--- src/rtl/gpio_byte_packer_pkg.sv ---
// Shared defaults, derived widths and packer state encoding.
package gpio_byte_packer_pkg;

    localparam int DATA_W_DEF  = 8;
    localparam int N_BYTES_DEF = 4;
    localparam int CNT_W_DEF   = 3;
    localparam int WORD_W_DEF  = DATA_W_DEF * N_BYTES_DEF;

    // ACC: collecting bytes; FLUSH_WAIT: partial word waiting for the slot.
    typedef enum logic {
        ACC        = 1'b0,
        FLUSH_WAIT = 1'b1
    } pack_state_t;

    // Smallest count width able to hold the value n (n itself, not n-1).
    function automatic int calc_cnt_w(input int n);
        int w;
        w = 1;
        while ((1 << w) <= n) w++;
        return w;
    endfunction

endpackage

--- src/rtl/gpio_byte_packer_slot.sv ---
// One-entry registered output slot with a valid/ready handshake.
module gpio_byte_packer_slot #(
    parameter int WORD_W = 32,
    parameter int CNT_W  = 3
) (
    input  logic              clk,
    input  logic              rst,
    input  logic              load,
    input  logic [WORD_W-1:0] load_data,
    input  logic [CNT_W-1:0]  load_count,
    input  logic              out_ready,
    output logic              out_valid,
    output logic [WORD_W-1:0] out_data,
    output logic [CNT_W-1:0]  out_count
);

    // Load wins over drain so a word can be consumed and replaced on one edge.
    always_ff @(posedge clk or posedge rst) begin
        if (rst) begin
            out_valid <= 1'b0;
            out_data  <= '0;
            out_count <= '0;
        end else if (load) begin
            out_valid <= 1'b1;
            out_data  <= load_data;
            out_count <= load_count;
        end else if (out_ready) begin
            out_valid <= 1'b0;
        end
    end

endmodule

--- src/rtl/gpio_byte_packer.sv ---
// Packs a serial byte stream into words, first byte in the MSB lane,
// with a flush that emits a zero-padded partial word.
module gpio_byte_packer
    import gpio_byte_packer_pkg::*;
#(
    parameter int DATA_W  = DATA_W_DEF,
    parameter int N_BYTES = N_BYTES_DEF,
    parameter int CNT_W   = CNT_W_DEF
) (
    input  logic                        clk,
    input  logic                        rst,
    input  logic                        in_valid,
    input  logic [DATA_W-1:0]           in_data,
    output logic                        in_ready,
    input  logic                        flush,
    output logic                        out_valid,
    output logic [DATA_W*N_BYTES-1:0]   out_data,
    output logic [CNT_W-1:0]            out_count,
    input  logic                        out_ready,
    output logic                        busy
);

    localparam int               WORD_W = DATA_W * N_BYTES;
    localparam logic [CNT_W-1:0] LAST   = CNT_W'(N_BYTES - 1);
    localparam logic [CNT_W-1:0] FULL   = CNT_W'(N_BYTES);

    pack_state_t       state;
    logic [WORD_W-1:0] acc;
    logic [CNT_W-1:0]  idx;

    logic              slot_free;
    logic              accept;
    logic              complete;
    logic              flush_req;
    logic [WORD_W-1:0] acc_wr;
    logic [CNT_W-1:0]  idx_eff;
    logic              load;
    logic [WORD_W-1:0] load_data;
    logic [CNT_W-1:0]  load_count;

    // Handshake, lane write and emit decision for this cycle.
    always_comb begin
        slot_free = !out_valid || out_ready;
        // Only the closing byte needs the slot; nothing enters while a flush waits.
        in_ready  = (state == ACC) && ((idx != LAST) || slot_free);
        accept    = in_valid && in_ready;

        acc_wr = acc;
        for (int i = 0; i < N_BYTES; i++) begin
            if (accept && (idx == CNT_W'(i)))
                acc_wr[WORD_W-1-i*DATA_W -: DATA_W] = in_data;
        end
        idx_eff  = idx + CNT_W'(accept);
        complete = accept && (idx == LAST);

        // A flush on the closing byte is absorbed by the normal full-word emit.
        flush_req = flush && (state == ACC) && (idx_eff != '0) && !complete;

        load       = 1'b0;
        load_data  = acc_wr;
        load_count = idx_eff;
        if (complete) begin
            load       = 1'b1;
            load_count = FULL;
        end else if ((state == FLUSH_WAIT) && slot_free) begin
            load       = 1'b1;
            load_data  = acc;
            load_count = idx;
        end else if (flush_req && slot_free) begin
            load = 1'b1;
        end
    end

    // Accumulator, byte index and flush-pending state.
    always_ff @(posedge clk or posedge rst) begin
        if (rst) begin
            state <= ACC;
            acc   <= '0;
            idx   <= '0;
        end else if (load) begin
            state <= ACC;
            acc   <= '0;
            idx   <= '0;
        end else if (flush_req) begin
            state <= FLUSH_WAIT;
            acc   <= acc_wr;
            idx   <= idx_eff;
        end else begin
            acc   <= acc_wr;
            idx   <= idx_eff;
        end
    end

    assign busy = (idx != '0) || (state == FLUSH_WAIT);

    gpio_byte_packer_slot #(
        .WORD_W (WORD_W),
        .CNT_W  (CNT_W)
    ) u_slot (
        .clk        (clk),
        .rst        (rst),
        .load       (load),
        .load_data  (load_data),
        .load_count (load_count),
        .out_ready  (out_ready),
        .out_valid  (out_valid),
        .out_data   (out_data),
        .out_count  (out_count)
    );

endmodule

--- config.mk ---
export PLATFORM = sky130hd
export DESIGN_NAME = gpio_byte_packer
export DESIGN_NICKNAME = d
export VERILOG_FILES = /design/src/rtl/gpio_byte_packer_pkg.sv /design/src/rtl/gpio_byte_packer_slot.sv /design/src/rtl/gpio_byte_packer.sv
export SDC_FILE = /design/constraint.sdc
export NUM_CORES = 1
export LEC_CHECK = 0
export BUFFER_PORTS_ARGS = -buffer_cell sky130_fd_sc_hd__buf_2
export CORE_MARGIN = 4
export CORE_UTILIZATION = 50
export CTS_CLUSTER_SIZE = 14
export DETAILED_ROUTE_END_ITERATION = 12
export HOLD_SLACK_MARGIN = 0.1
export PLACE_DENSITY = 0.71
export SYNTH_ARGS = -nofsm -noshare
export SYNTH_HDL_FRONTEND = slang
export SYNTH_HIERARCHICAL = 1
export SYNTH_SLANG_ARGS = --single-unit
--- constraint.sdc ---
create_clock -name clk -period 3.3 [get_ports clk]
set_input_delay 0.66 -clock clk [delete_from_list [all_inputs] [get_ports clk]]
set_output_delay 0.66 -clock clk [all_outputs]
set_load 0.02 [all_outputs]
# ---- After elaboration in Yosys (flattened, before gate mapping)
# Index checks and enable logic that the tools add are counted.
dict set report totals {
  word_cells 50
  regBits 72
  input_bits 13
  out_inout_bits 38
}
dict set report classes {
  add_sub_neg 1
  eq_ne 4
  n_bitwise 1
  n_mux 17
  reduce_logical 21
}
# op n
set op_table {}
lappend op_table {{two-way mux 32 bit} 3}
lappend op_table {{two-way mux 8 bit} 4}
lappend op_table {{logical AND 1 bit} 11}
lappend op_table {{two-way mux 3 bit} 3}
lappend op_table {{two-way mux 1 bit} 7}
lappend op_table {{equality test 3 x 2 -> 1 bit (second input constant)} 2}
lappend op_table {{nonzero test 3 bit} 2}
lappend op_table {{nonzero test 2 bit} 2}
lappend op_table {{adder 3 x 1 -> 3 bit} 1}
lappend op_table {{equality test 3 x 1 -> 1 bit (second input constant)} 1}
lappend op_table {{zero test 3 bit} 1}
lappend op_table {{logical OR 1 bit} 3}
lappend op_table {{!= test 3 x 2 -> 1 bit (second input constant)} 1}
lappend op_table {{zero test 1 bit} 2}
lappend op_table {{NOT 1 bit} 1}

# ---- Longest topological paths before layout
dict set report depth {
  ltp_word 14
  ltp_mapped 13
  depth_no_buf 9
}

# ---- Cells and area by module
# The synthesis kept the hierarchy.
# mod cells_each instances seq_area_each_um2 area_each_um2
set modules_own_cells {}
lappend modules_own_cells {gpio_byte_packer 234 1 900.9 2239.6}
lappend modules_own_cells {gpio_byte_packer_slot 78 1 900.9 1490.2}

# ---- Worst setup path after synthesis
# Ideal clock, no wire load.
dict set report synth_timing {
  kind {input -> register}
  start {input port out_ready}
  end {register u_slot.out_count[0]}
  t_required_ps 3175
  arrival_time_ps 3074
  path_buffers 3
  path_stages 12
  path_slack_ps 101
  setup_time_ps 125
  cell_sequence {nand2b_1 -> nor3_1 -> nor3b_1 -> ha_1 -> ha_1 -> xor2_1 -> o311a_1 -> clkbuf_1 -> or3_1 -> buf_6 -> buf_12 -> mux2_4}
}
dict set report synth_via {
  elab_chain_len 12
  word_cells_on_any_way 17
  cone_classes {add/sub (1); mux (5); reduce/logical (11)}
}
# item line
set synth_rtl {}
lappend synth_rtl {{start, declared} gpio_byte_packer.sv:19} ;# input logic out_ready,
lappend synth_rtl {{logical OR 1 bit *} gpio_byte_packer.sv:43} ;# slot_free = !out_valid || out_ready;
lappend synth_rtl {{logical OR 1 bit} gpio_byte_packer.sv:45} ;# in_ready = (state == ACC) && ((idx != LAST) || slot_free);
lappend synth_rtl {{logical AND 1 bit} gpio_byte_packer.sv:45}
lappend synth_rtl {{logical AND 1 bit} gpio_byte_packer.sv:46} ;# accept = in_valid && in_ready;
lappend synth_rtl {{adder 3 x 1 -> 3 bit} gpio_byte_packer.sv:53} ;# idx_eff = idx + CNT_W'(accept);
lappend synth_rtl {{nonzero test 3 bit} gpio_byte_packer.sv:57} ;# flush_req = flush && (state == ACC) && (idx_eff != '0) && !complete;
lappend synth_rtl {{logical AND 1 bit (2 in series)} gpio_byte_packer.sv:57}
lappend synth_rtl {{logical AND 1 bit} gpio_byte_packer.sv:69} ;# end else if (flush_req && slot_free) begin
lappend synth_rtl {{two-way mux 1 bit} gpio_byte_packer.sv:69}
lappend synth_rtl {{two-way mux 1 bit} gpio_byte_packer.sv:65} ;# end else if ((state == FLUSH_WAIT) && slot_free) begin
lappend synth_rtl {{two-way mux 1 bit *} gpio_byte_packer.sv:62} ;# if (complete) begin
lappend synth_rtl {{net load} gpio_byte_packer.sv:37} ;# logic load;
lappend synth_rtl {{end signal, assigned} gpio_byte_packer_slot.sv:26} ;# out_count <= load_count;
lappend synth_rtl {{end, declared} gpio_byte_packer_slot.sv:14} ;# output logic [CNT_W-1:0] out_count
# Mark *: on every way through the listed nets, which the timed path passes. The rest lies on a longest branch.
# A chain may end at the register's enable or synchronous reset.

# ---- Worst setup path after layout
dict set report layout_timing {
  start {input port out_ready}
  end {register u_slot.out_data[1]}
}
dict set report layout_via {
  elab_chain_len 12
  word_cells_on_any_way 18
  cone_classes {add/sub (1); mux (6); reduce/logical (11)}
}
# item line
set layout_rtl {}
lappend layout_rtl {{logical OR 1 bit *} gpio_byte_packer.sv:43}
lappend layout_rtl {{logical OR 1 bit} gpio_byte_packer.sv:45}
lappend layout_rtl {{logical AND 1 bit} gpio_byte_packer.sv:45}
lappend layout_rtl {{logical AND 1 bit} gpio_byte_packer.sv:46}
lappend layout_rtl {{adder 3 x 1 -> 3 bit} gpio_byte_packer.sv:53}
lappend layout_rtl {{nonzero test 3 bit} gpio_byte_packer.sv:57}
lappend layout_rtl {{logical AND 1 bit (2 in series)} gpio_byte_packer.sv:57}
lappend layout_rtl {{logical AND 1 bit} gpio_byte_packer.sv:69}
lappend layout_rtl {{two-way mux 1 bit} gpio_byte_packer.sv:69}
lappend layout_rtl {{two-way mux 1 bit} gpio_byte_packer.sv:65}
lappend layout_rtl {{two-way mux 1 bit *} gpio_byte_packer.sv:62}
lappend layout_rtl {{net load} gpio_byte_packer.sv:37}
lappend layout_rtl {{end signal, assigned} gpio_byte_packer_slot.sv:25} ;# out_data <= load_data;
lappend layout_rtl {{end, declared} gpio_byte_packer_slot.sv:13} ;# output logic [WORD_W-1:0] out_data,
# Marks and branches as above.

==> flow_summary_export.csv <==
group,metric,value,unit
power_and_ir_drop,p_switching,0.00146,W
logic_synthesis,ys_top_cells_by_area,"dfrtp_1 (48%), mux2_4 (12%), a21bo_2 (6.4%)",
power_and_ir_drop,clkPwrFrac,17.1,%
cts,clk_pin_slew,0.08,ns
critical_path,max_stage_delay,0.47,ns
power_and_ir_drop,irDropWorstVdd,0.427,mV
cts,cts_root_buf,"clkbuf_8",
critical_path,cp_num_buf_inv,2,
critical_path,worstPathArrival,3.18,ns
final_layout,final_cell_area,4270,um2
critical_path,path_delay_family,"simple AND/OR/NAND/NOR gates",
timing,rsz0062_at_grt,"false",
timing,period_needed,2.95,ns
power_and_ir_drop,p_int,0.00229,W
logic_synthesis,ys.flop_type,"dfrtp_1",
logic_synthesis,yosysUniqueCellTypes,35,
grt,grt_pass1_vias,2831,
timing,tightest_slew,0.744,ns
place,gp_congestion,0.863,
critical_path,cpMostUsedCell,"ha_1",
critical_path,worst_ep_required_time,3.54,ns
floorplan,num_rows,31,
place,io_buffers,50,
grt,grt_max_degree,38,
cts,clkSinkCount,72,
logic_synthesis,synth_common_cells,"dfrtp_1 (72), mux2_4 (29), nand3_1 (26)",
logic_synthesis,netlist_instances,312,
floorplan,ios,51,
cts,cts_buffers,9,
cts,htreeDepth,3,
timing,report.final.setup_viol,0,
power_and_ir_drop,power-per-cell-area,879,nW/um2
power_and_ir_drop,cellLeakagePower,2.10,nW
detailed_routing,drc_errors,0,
cts,cts_hold_buf,0,
timing,skew,0.00738,ns
timing,slew-limit-headroom,50.3,%
critical_path,rr_startpoint,"u_slot/out_valid",
logic_synthesis,syn_avg_cell_area,12.0,um2
run_status,outcome,"completed",
logic_synthesis,syn_nets,327,
floorplan,start_util,51.4,%
detailed_routing,wl,8690,um
logic_synthesis,ys.warnings.count,6,
logic_synthesis,async_reset_ff_share,100,%
timing,drv_slew,0,
logic_synthesis,synth_edf_count,0,
cts,cts_setup_buffers,0,
logic_synthesis,synth-seq-cells,72,
cts,clk_latency,0.35,ns
logic_synthesis,syn_area,3730,um2
detailed_routing,via_per_inst,5.86,
critical_path,cp-end-kind,"flip-flop",
logic_synthesis,synthMostInstantiatedCell,"dfrtp_1",
critical_path,path_cells,"buf_2 -> nand2b_1 -> nor3_1 -> nor3b_1 -> ha_1 -> ha_1 -> xor2_1 -> o311a_1 -> or3_2 -> buf_4 -> mux2_4",
floorplan,die_h,94.4,um
detailed_routing,drt.antenna.violating_nets,0,
timing,timing.fmax,0.339,GHz
detailed_routing,drt_pass1_iterations,4,
critical_path,critPathMaxFanout,8,
final_layout,area_growth_syn_to_layout,14.5,%
critical_path,r2r_cells,10,
cts,cts_tree,"done",
place,place_area,4090,um2
critical_path,slowest_stage,"or3_2",
final_layout,antenna_cells,0,
power_and_ir_drop,pwr-share-seq,34.1,%
logic_synthesis,yosysSeqAreaShare,48.3,%
power_and_ir_drop,switching_share,39.0,%
timing,period_share,89.3,%
final_layout,nets,382,
cts,clock_tree.buffer_depth,2,
final_layout,drive_gt1_share,42.2,%
timing,fin_setup_tns,0,ns
floorplan,dieArea,8910,um2
floorplan,core,7250,um2
grt,grt_overflow,0,
floorplan,dieWidth,94.4,um
detailed_routing,drt_iter0_drc,175,
place,hpwl,5800,um
critical_path,r2r_end,"u_slot/out_data[1]",
cts,cts_resized,0,
job,max_cap_violations,0,
logic_synthesis,synth_top_area_cell,"dfrtp_1",
timing,finalHoldViolCount,0,
critical_path,startpoint_type,"input port",
critical_path,rrSetupSlack,0.38,ns
detailed_routing,detailroute.via_count,2762,
grt,grt_usage,21.6,%
min_path,hp-class,"in -> async",
logic_synthesis,synth_top_area_share,48.3,%
critical_path,critPathKind,"in -> reg",
grt,grt_pass1_wl,14500,um
grt,antenna_found_initial,0,
detailed_routing,wire_per_inst,18.4,um
power_and_ir_drop,p_comb_share,48.7,%
worst max path at each step:
stage / to / start / cells past startpoint
floorplan: u_slot/out_count[0] / out_ready / 12
global placement: u_slot/out_data[12] / out_ready / 11
detailed placement: u_slot/out_data[12] / out_ready / 11
CTS: u_slot/out_data[1] / out_ready / 11
global route: u_slot/out_data[21] / u_slot/out_valid / 10
finish: u_slot/out_data[1] / out_ready / 11
worst reg2reg max path: stages, from the launching register on:
cell	delay, ns
dfrtp_1	0.44
nand2b_1	0.12
nor3_1	0.26
nor3b_1	0.09
ha_1	0.19
ha_1	0.23
xor2_1	0.17
o311a_1	0.30
or3_2	0.47
buf_4	0.22
mux2_4	0.31
cell type report:
cell class                 count  area [um2]
tap                           99         124
clock inverter                 5        31.3
fill                         624        2980
clock buffer                  11         151
inverter                       7        26.3
timing repair buffer          70         400
sequential                    72        1800
multi-input combinational    207        1740
sequential cells by signal, indices dropped and copies added (netlist names):
| name | flops |
|---|---|
| acc | 32 |
| idx | 3 |
| state | 1 |
| u_slot/out_count | 3 |
| u_slot/out_data | 32 |
| u_slot/out_valid | 1 |
power by group through the flow:
stage | registers, W | clock network, W | logic [W]
after CTS | 0.00129 | 0.000654 | 0.00183
after detailed placement | 0.00130 | 0 | 0.00182
after global placement | 0.00128 | 0 | 0.00179
final | 0.00128 | 0.000644 | 0.00183
after global routing | 0.00132 | 0.000700 | 0.00197
after floorplan | 0.00144 | 0 | 0.00130
layer usage:
| layer | GRT usage (%) | vias up | wire length (um) |
|---|---|---|---|
| met3 | 4.54 | 24 | 436 |
| met1 | 30.0 | 1374 | 3920 |
| li1 | - | 1268 | - |
| met5 | 0 | - | 0 |
| met4 | 11.8 | 0 | 284 |
| met2 | 31.6 | 96 | 4050 |
cells in the final DEF (no fill, tap or decap), drive strengths merged:
cell / instances
a211oi: 17
a21bo: 24
a21o: 1
a21oi: 3
a311oi: 8
and3b: 2
buf: 70
clkbuf: 11
clkinv: 4
clkinvlp: 1
dfrtp: 72
ha: 2
inv: 7
mux2: 43
nand2: 14
nand2b: 1
nand3: 26
nand4bb: 2
nor2: 4
nor2b: 4
nor3: 2
nor3b: 2
nor4: 3
nor4b: 9
o21a: 8
o21ai: 24
o311a: 1
o31ai: 3
or3: 1
or3b: 1
or4b: 1
xor2: 1
cells by family (layout without fill, tap and decap cells):
| logic type | after synthesis | in the layout | synth area share [%] |
|---|---|---|---|
| compound gates | 89 | 89 | 18.0 |
| flops | 72 | 72 | 48.3 |
| simple gates | 72 | 72 | 11.6 |
| buf+inv | 33 | 93 | 5.23 |
| mux | 43 | 43 | 15.9 |
| fa+ha+maj | 2 | 2 | 0.671 |
| xor+xnor | 1 | 1 | 0.235 |
per-stage QoR:
stage | utilization (%) | total power, W | std cells | setup slack [ns] | hold WS [ns]
2_1_floorplan | - | 0.00274 | 312 | 0.101 | 0.522
3_3_place_gp | 56.4 | 0.00307 | 455 | 0.0874 | 0.490
3_5_place_dp | 56.4 | 0.00312 | 455 | 0.0346 | 0.492
4_1_cts | 58.9 | 0.00377 | 471 | 0.381 | 0.429
5_1_grt | 58.9 | 0.00399 | 471 | 0.248 | 0.470
6_report | 58.9 | 0.00376 | 471 | 0.354 | 0.414
Power figures use the tool's default switching activity.
